`src/rtl/fp_align_pkg.sv`:
```
// Shared definitions for the FP-adder alignment/normalisation shifter.
// ALIGN_STICKY_EN widens the datapath by guard/round bits and enables sticky tracking.
package fp_align_pkg;

  localparam int MANT_W_DEF  = 11;
  localparam int SHAMT_W_DEF = 5;
  localparam int TAG_W_DEF   = 4;

  localparam logic DIR_RIGHT = 1'b0;
  localparam logic DIR_LEFT  = 1'b1;

  // Extra low-order bits carried below the mantissa ({guard, round}) when enabled.
`ifdef ALIGN_STICKY_EN
  localparam int GRS_W = 2;
`else
  localparam int GRS_W = 0;
`endif

  localparam int DATA_W_DEF = MANT_W_DEF + GRS_W;

  // Per-stage payload layout for the default configuration.
  typedef struct packed {
    logic [DATA_W_DEF-1:0]  mant_ext;
    logic                   dir;
    logic [SHAMT_W_DEF-1:0] shamt;
    logic                   sticky;
    logic [TAG_W_DEF-1:0]   tag;
  } stage_payload_t;

endpackage

```
`src/rtl/align_shift_stage.sv`:
```
// One shifter layer (shift by 2^STAGE) plus its pipeline register and ready logic.
// ALIGN_STICKY_EN: right shifts OR the bits falling off the bottom into the running sticky.
module align_shift_stage
  import fp_align_pkg::*;
#(
  parameter int STAGE   = 0,
  parameter int DW      = 11,
  parameter int SHAMT_W = 5,
  parameter int TAG_W   = 4
) (
  input  logic               clk,
  input  logic               rst,
  input  logic               in_valid,
  output logic               in_ready,
  input  logic [DW-1:0]      in_data,
  input  logic               in_dir,
  input  logic [SHAMT_W-1:0] in_shamt,
  input  logic               in_sticky,
  input  logic [TAG_W-1:0]   in_tag,
  output logic               out_valid,
  input  logic               out_ready,
  output logic [DW-1:0]      out_data,
  output logic               out_dir,
  output logic [SHAMT_W-1:0] out_shamt,
  output logic               out_sticky,
  output logic [TAG_W-1:0]   out_tag
);

  localparam int SHIFT = 1 << STAGE;

  typedef struct packed {
    logic [DW-1:0]      data;
    logic               dir;
    logic [SHAMT_W-1:0] shamt;
    logic               sticky;
    logic [TAG_W-1:0]   tag;
  } payload_t;

  payload_t nxt;
  payload_t q;
  logic     valid_q;

`ifdef ALIGN_STICKY_EN
  // Bits that fall below the round position when shifting right by SHIFT.
  localparam logic [DW-1:0] LOW_MASK = ~({DW{1'b1}} << SHIFT);
`endif

  always_comb begin
    nxt.data   = in_data;
    nxt.dir    = in_dir;
    nxt.shamt  = in_shamt;
    nxt.sticky = in_sticky;
    nxt.tag    = in_tag;
    if (in_shamt[STAGE]) begin
      if (in_dir == DIR_LEFT) begin
        nxt.data = in_data << SHIFT;
      end else if (in_dir == DIR_RIGHT) begin
        nxt.data = in_data >> SHIFT;
`ifdef ALIGN_STICKY_EN
        nxt.sticky = in_sticky | (|(in_data & LOW_MASK));
`endif
      end
    end
  end

  // A stage may accept whenever it is empty or its occupant is leaving this cycle.
  assign in_ready = !valid_q || out_ready;

  always_ff @(posedge clk or posedge rst) begin
    if (rst) begin
      valid_q <= 1'b0;
      q       <= '0;
    end else if (in_ready) begin
      valid_q <= in_valid;
      if (in_valid) begin
        q <= nxt;
      end
    end
  end

  assign out_valid  = valid_q;
  assign out_data   = q.data;
  assign out_dir    = q.dir;
  assign out_shamt  = q.shamt;
  assign out_sticky = q.sticky;
  assign out_tag    = q.tag;

endmodule

```
`src/rtl/align_shifter_pipe.sv`:
```
// Pipelined right-align / left-normalise barrel shifter, one register per shift layer.
// ALIGN_STICKY_EN: carries guard/round bits and a sticky bit in right mode; otherwise GRS are 0.
module align_shifter_pipe
  import fp_align_pkg::*;
#(
  parameter int MANT_W  = MANT_W_DEF,
  parameter int SHAMT_W = SHAMT_W_DEF,
  parameter int TAG_W   = TAG_W_DEF
) (
  input  logic               clk,
  input  logic               rst,
  input  logic               in_valid,
  output logic               in_ready,
  input  logic               in_dir,
  input  logic [SHAMT_W-1:0] in_shamt,
  input  logic [MANT_W-1:0]  in_mant,
  input  logic [TAG_W-1:0]   in_tag,
  output logic               out_valid,
  input  logic               out_ready,
  output logic [MANT_W-1:0]  out_mant,
  output logic               out_guard,
  output logic               out_round,
  output logic               out_sticky,
  output logic [TAG_W-1:0]   out_tag
);

  localparam int DW = MANT_W + GRS_W;

  logic [SHAMT_W:0]   valid;
  logic [SHAMT_W:0]   ready;
  logic [DW-1:0]      data   [SHAMT_W+1];
  logic               dir    [SHAMT_W+1];
  logic [SHAMT_W-1:0] shamt  [SHAMT_W+1];
  logic               sticky [SHAMT_W+1];
  logic [TAG_W-1:0]   tag    [SHAMT_W+1];

  assign valid[0]  = in_valid;
  assign in_ready  = ready[0];
  assign dir[0]    = in_dir;
  assign shamt[0]  = in_shamt;
  assign sticky[0] = 1'b0;
  assign tag[0]    = in_tag;

`ifdef ALIGN_STICKY_EN
  assign data[0] = {in_mant, 2'b00};
`else
  assign data[0] = in_mant;
`endif

  for (genvar k = 0; k < SHAMT_W; k++) begin : g_stage
    align_shift_stage #(
      .STAGE  (k),
      .DW     (DW),
      .SHAMT_W(SHAMT_W),
      .TAG_W  (TAG_W)
    ) u_stage (
      .clk       (clk),
      .rst       (rst),
      .in_valid  (valid[k]),
      .in_ready  (ready[k]),
      .in_data   (data[k]),
      .in_dir    (dir[k]),
      .in_shamt  (shamt[k]),
      .in_sticky (sticky[k]),
      .in_tag    (tag[k]),
      .out_valid (valid[k+1]),
      .out_ready (ready[k+1]),
      .out_data  (data[k+1]),
      .out_dir   (dir[k+1]),
      .out_shamt (shamt[k+1]),
      .out_sticky(sticky[k+1]),
      .out_tag   (tag[k+1])
    );
  end

  assign ready[SHAMT_W] = out_ready;
  assign out_valid      = valid[SHAMT_W];
  assign out_mant       = data[SHAMT_W][DW-1 -: MANT_W];
  assign out_tag        = tag[SHAMT_W];

`ifdef ALIGN_STICKY_EN
  assign out_guard  = data[SHAMT_W][1];
  assign out_round  = data[SHAMT_W][0];
  assign out_sticky = sticky[SHAMT_W];
`else
  assign out_guard  = 1'b0;
  assign out_round  = 1'b0;
  assign out_sticky = 1'b0;
`endif

  // Control fields are fully consumed by the last layer.
  logic unused_tail;
  assign unused_tail = ^{shamt[SHAMT_W], dir[SHAMT_W], sticky[SHAMT_W]};

endmodule
```
`config.mk`:
```
export PLATFORM = sky130hd
export DESIGN_NAME = align_shifter_pipe
export DESIGN_NICKNAME = d
export VERILOG_FILES = /design/src/rtl/fp_align_pkg.sv /design/src/rtl/align_shift_stage.sv /design/src/rtl/align_shifter_pipe.sv
export SDC_FILE = /design/constraint.sdc
export NUM_CORES = 1
export LEC_CHECK = 0
export CORE_ASPECT_RATIO = 1.4
export CORE_MARGIN = 2
export CORE_UTILIZATION = 25
export CTS_BUF_LIST = sky130_fd_sc_hd__clkbuf_16
export DETAILED_ROUTE_END_ITERATION = 12
export PLACE_DENSITY = 0.46
export SETUP_SLACK_MARGIN = 0.02
export SYNTH_ARGS = -nofsm -noshare
export SYNTH_HDL_FRONTEND = slang
export SYNTH_HIERARCHICAL = 1
export SYNTH_SLANG_ARGS = --single-unit
```
`constraint.sdc`:
```
create_clock -name clk -period 3.75 [get_ports clk]
set_input_delay 0.5625 -clock clk [delete_from_list [all_inputs] [get_ports clk]]
set_output_delay 0.5625 -clock clk [all_outputs]
set_load 0.01 [all_outputs]
```
## After elaboration in Yosys (flattened, before gate mapping)

Cells that the tools add are included.

| storage, ports and cells | value |
|---|---|
| flip-flop bits (word level) | 103 |
| word-level logic and storage cells | 46 |

| operators by class | value |
|---|---|
| muxes and demuxes | 9 |
| reductions and logical operators | 15 |

Operator list:

| operator | number |
|---|---|
| $mux 11 | 9 |
| $reduce_and 2->1 | 5 |
| $logic_not 1->1 | 5 |
| $logic_or 1x1->1 | 5 |

## Logic depth before layout (Yosys ltp)

| logic depth | value |
|---|---|
| depth in word-level cells | 7 |
| gate-level depth with buffers | 11 |

## Hierarchy

The synthesis kept the hierarchy.

By module, submodules not included:

| module | instances | cells an instance | area each (µm²) |
|---|---|---|---|
| align_shift_stage at g_stage[1].u_stage | 1 | 90 | 1167.4 |
| align_shift_stage at g_stage[2].u_stage | 1 | 91 | 1111.1 |
| align_shift_stage at g_stage[0].u_stage | 1 | 87 | 1103.6 |
| align_shift_stage at g_stage[3].u_stage | 1 | 78 | 1068.5 |
| align_shift_stage at g_stage[4].u_stage | 1 | 63 | 1054.8 |
| align_shifter_pipe | 1 | 4 | 26.3 |

## Worst setup path before layout

OpenSTA, ideal clock, no wires.

| path | value |
|---|---|
| path type | input to register |
| from | in out_ready |
| to | reg g_stage[0].u_stage.q, in the netlist g_stage[0].u_stage/out_data[0] |
| setup time | 125 ps |
| data arrival time | 2252 ps |
| data required time | 3625 ps |
| setup slack | 1373 ps |
| stages | 11 |
| buffers on the path | 4 |
| cell sequence | nand2b_4 > nand2b_4 > buf_6 > nand2b_4 > clkbuf_1 > nand2b_4 > buf_6 > nand2b_4 > nand2_4 > buf_6 > mux2_2 |

| on the way | value |
|---|---|
| cells in the longest elaborated chain, start to end | 6 |

RTL lines:

| what | RTL line | text |
|---|---|---|
| from (decl) | align_shifter_pipe.sv:19 | `input logic out_ready,` |
| $logic_or 1x1->1 (2 in series) | align_shift_stage.sv:67 | `assign in_ready = !valid_q \|\| out_ready;` |
| net ready[3] | align_shifter_pipe.sv:30 | `logic [SHAMT_W:0] ready;` |
| $logic_or 1x1->1 | align_shift_stage.sv:67 |  |
| net ready[2] | align_shifter_pipe.sv:30 |  |
| $logic_or 1x1->1 | align_shift_stage.sv:67 |  |
| net ready[1] | align_shifter_pipe.sv:30 |  |
| $logic_or 1x1->1 | align_shift_stage.sv:67 |  |
| net in_ready | align_shifter_pipe.sv:13 | `output logic in_ready,` |
| $reduce_and 2->1 (no source line) | n/a |  |
| to (signal assigned) | align_shift_stage.sv:76 | `q <= nxt;` |
| to (decl) | align_shift_stage.sv:40 | `payload_t q;` |

The timed path passes the listed nets, and every way through them passes these cells.
A chain may end at the register's enable or synchronous reset.

## Final worst setup path

| path | value |
|---|---|
| from | in out_ready |
| to | out in_ready |

| on the way | value |
|---|---|
| cells in the longest elaborated chain, start to end | 5 |

RTL lines:

| what | RTL line |
|---|---|
| $logic_or 1x1->1 | align_shift_stage.sv:67 |
| net ready[4] | align_shifter_pipe.sv:30 |
| $logic_or 1x1->1 | align_shift_stage.sv:67 |
| net ready[3] | align_shifter_pipe.sv:30 |
| $logic_or 1x1->1 | align_shift_stage.sv:67 |
| net ready[2] | align_shifter_pipe.sv:30 |
| $logic_or 1x1->1 | align_shift_stage.sv:67 |
| net ready[1] | align_shifter_pipe.sv:30 |
| $logic_or 1x1->1 | align_shift_stage.sv:67 |
| to (decl) | align_shifter_pipe.sv:13 |

The timed path passes the listed nets, and every way through them passes these cells.

==> results.sh <==
export IMPL_grt_use_met1=0.0933
export IMPL_outcome="completed"
export IMPL_vias=2612
export IMPL_place_detailed_hpwl_mm=6.09
export IMPL_slew_headroom=0.432
export IMPL_path_clk_slew_ns=0.06
export IMPL_cp_cell_sequence="clkdlybuf4s50_1 > nand2b_4 > nand2b_4 > nand2b_4 > nand2b_4 > nand2b_4 > clkdlybuf4s50_1"
export IMPL_cts_buffers=9
export IMPL_start_util=0.252
export IMPL_crit_fanout=11
export IMPL_drc=0
export IMPL_path_depth=7
export IMPL_setup_viol=0
export IMPL_hp_class="flip-flop to flip-flop"
export IMPL_whs_path_depth=1
export IMPL_placed_cells=625
export IMPL_cap_violations=0
export IMPL_ys_warn_count=6
export IMPL_antenna_left=0
export IMPL_endpoint_kind="output pin"
export IMPL_drt_initial_drc_count=66
export IMPL_met3_usage=0.0209
export IMPL_irDropWorstVdd_v=0.000213
export IMPL_die_area_um2=19800
export IMPL_power_total_mw=3.63
export IMPL_syn_cell_area_um2=4660
export IMPL_grt_use_met2=0.152
export IMPL_place_ws_ns=0.766
export IMPL_finalSetupTns_ns=0
export IMPL_vias_per_cell=4.07
export IMPL_crit_path_start_kind="input port"
export IMPL_cts_resized=0
export IMPL_fmax_mhz=336
export IMPL_required_ns=3.19
export IMPL_path_buf_inv=2
export IMPL_layout_setup_ws_ns=0.778
export IMPL_clkLatencyLatePin_ns=0.34
export IMPL_syn_to_final_growth_pct=15.3
export IMPL_hold_viol=0
export IMPL_finalCritPeriodShare=0.792
export IMPL_power_density_nw_per_um2=676
export IMPL_cts_root_buf="clkbuf_16"
export IMPL_grt_max_degree=23
export IMPL_io_pins=45
export IMPL_grt_pass1_wl_mm=13.1
export IMPL_reg2reg_slack_ns=1.79
export IMPL_rows=59
export IMPL_overflow=0
export IMPL_synthCells=369
export IMPL_tritoncts="done"
export IMPL_dr_pass1_iters=3
export IMPL_path_common_cell="nand2b_4"
export IMPL_drive_gt1_frac=0.242
export IMPL_clk_path_buf_depth=2
export IMPL_postCtsHoldBufs=0
export IMPL_cts_setup_buffers=0
export IMPL_layout_nets=417
export IMPL_hold_slack_ns=0.503
export IMPL_n_antenna_cell=0
export IMPL_cpPeakStageDelay_ns=0.55
export IMPL_die_h_um=166
export IMPL_rsz0062_at_grt="no"
export IMPL_placeableCoreArea_um2=18500
export IMPL_clock_sinks=93
export IMPL_grt_pass1_vias=2646
export IMPL_maxSlewViolCount=0
export IMPL_antenna_found_initial=0
export IMPL_grt_busiest_layer="met2"
export IMPL_crit_type="input port to output pin"
export IMPL_crit_path_top_delay_cell="clkdlybuf4s50_1"
export IMPL_wire_per_inst_um=12.0
export IMPL_crit_family="buffers and inverters"
export IMPL_final_cells=641
export IMPL_worst_pin_slew_ns=0.852
export IMPL_arrival_ns=2.41
export IMPL_fin_worst_skew_ns=0.00524
export IMPL_grt_usage=0.0832
export IMPL_p_leak_nw=2.34
export IMPL_gp_congestion=0.734
export IMPL_syn_avg_cell_area_um2=12.6
export IMPL_min_period_ns=2.97
export IMPL_h_tree_depth=3
export IMPL_io_buffers=41
export IMPL_routed_wl_mm=7.67
export IMPL_r2r_cells=7
export IMPL_fp_dieW_um=119
[final timing paths]
| path | end | from |
|---|---|---|
| hold / removal | g_stage[4].u_stage/out_tag[2]$_DFFE_PP0P_ | g_stage[3].u_stage/out_tag[2]$_DFFE_PP0P_ |
| min in group asynchronous | g_stage[4].u_stage/out_tag[0]$_DFFE_PP0P_ | rst |
| max in group asynchronous | g_stage[0].u_stage/out_dir$_DFFE_PP0P_ | rst |
| hold reg to reg | g_stage[4].u_stage/out_tag[2]$_DFFE_PP0P_ | g_stage[3].u_stage/out_tag[2]$_DFFE_PP0P_ |
| setup reg to reg | g_stage[0].u_stage/out_tag[0]$_DFFE_PP0P_ | g_stage[4].u_stage/out_valid$_DFFE_PP0P_ |
| setup / recovery | in_ready | out_ready |
[report_power, final]
| group | internal [mW] | switching, mW | total, mW |
|---|---|---|---|
| logic | 0.718 | 0.369 | 1.09 |
| clock network | 0.512 | 0.368 | 0.880 |
| registers | 1.36 | 0.301 | 1.66 |
[worst register-to-register path: cells and delay by family (launching register included)]
kind / cells / cell delay [ns]
and+or+nand+nor: 6 / 1.08
DFF: 1 / 0.38
muxes: 1 / 0.39
[cell usage in the layout, fill, tap and decap left out, types with 2 or more instances in the layout]
cell,count
nand2b_1,3
and2_4,3
or2b_1,2
a21oi_1,64
inv_1,7
a31oi_1,9
nor2_1,19
conb_1,3
clkdlybuf4s50_1,41
nand2_4,2
nand2b_4,5
clkbuf_16,9
mux2_4,42
mux2i_1,19
clkinv_2,4
dfrtp_1,93
nor2b_1,31
mux2_2,28
and2b_1,6
[state kept, by name, indices dropped and copies added (netlist names)]
signal	cells
g_stage.u_stage/out_tag	20
g_stage.u_stage/out_valid	5
g_stage.u_stage/out_dir	3
g_stage.u_stage/out_shamt	10
g_stage.u_stage/out_data	55
[stage by stage]
stage | cell area [um^2] | util
final | 5370 | 0.291
after global placement | 5080 | 0.275
after CTS | 5370 | 0.291
after global routing | 5370 | 0.291
after floorplan | 4670 | -
after detailed placement | 5080 | 0.275
[per-layer routing]
metal,part of all wire,vias to the layer above
li1,-,1320
met1,0.42,1242
met2,0.53,42
met3,0.031,8
met4,0.013,0
met5,0,-
[area by class of cell]
| type | count | area [um^2] |
|---|---|---|
| clock inverter | 7 | 66.3 |
| inverter | 7 | 26.3 |
| clock buffer | 9 | 225 |
| multi-input combinational | 240 | 2010 |
| fill | 1918 | 13100 |
| sequential | 93 | 2330 |
| tap | 244 | 305 |
| timing repair buffer | 41 | 410 |
Note: power is estimated with default switching activity, not from simulation.
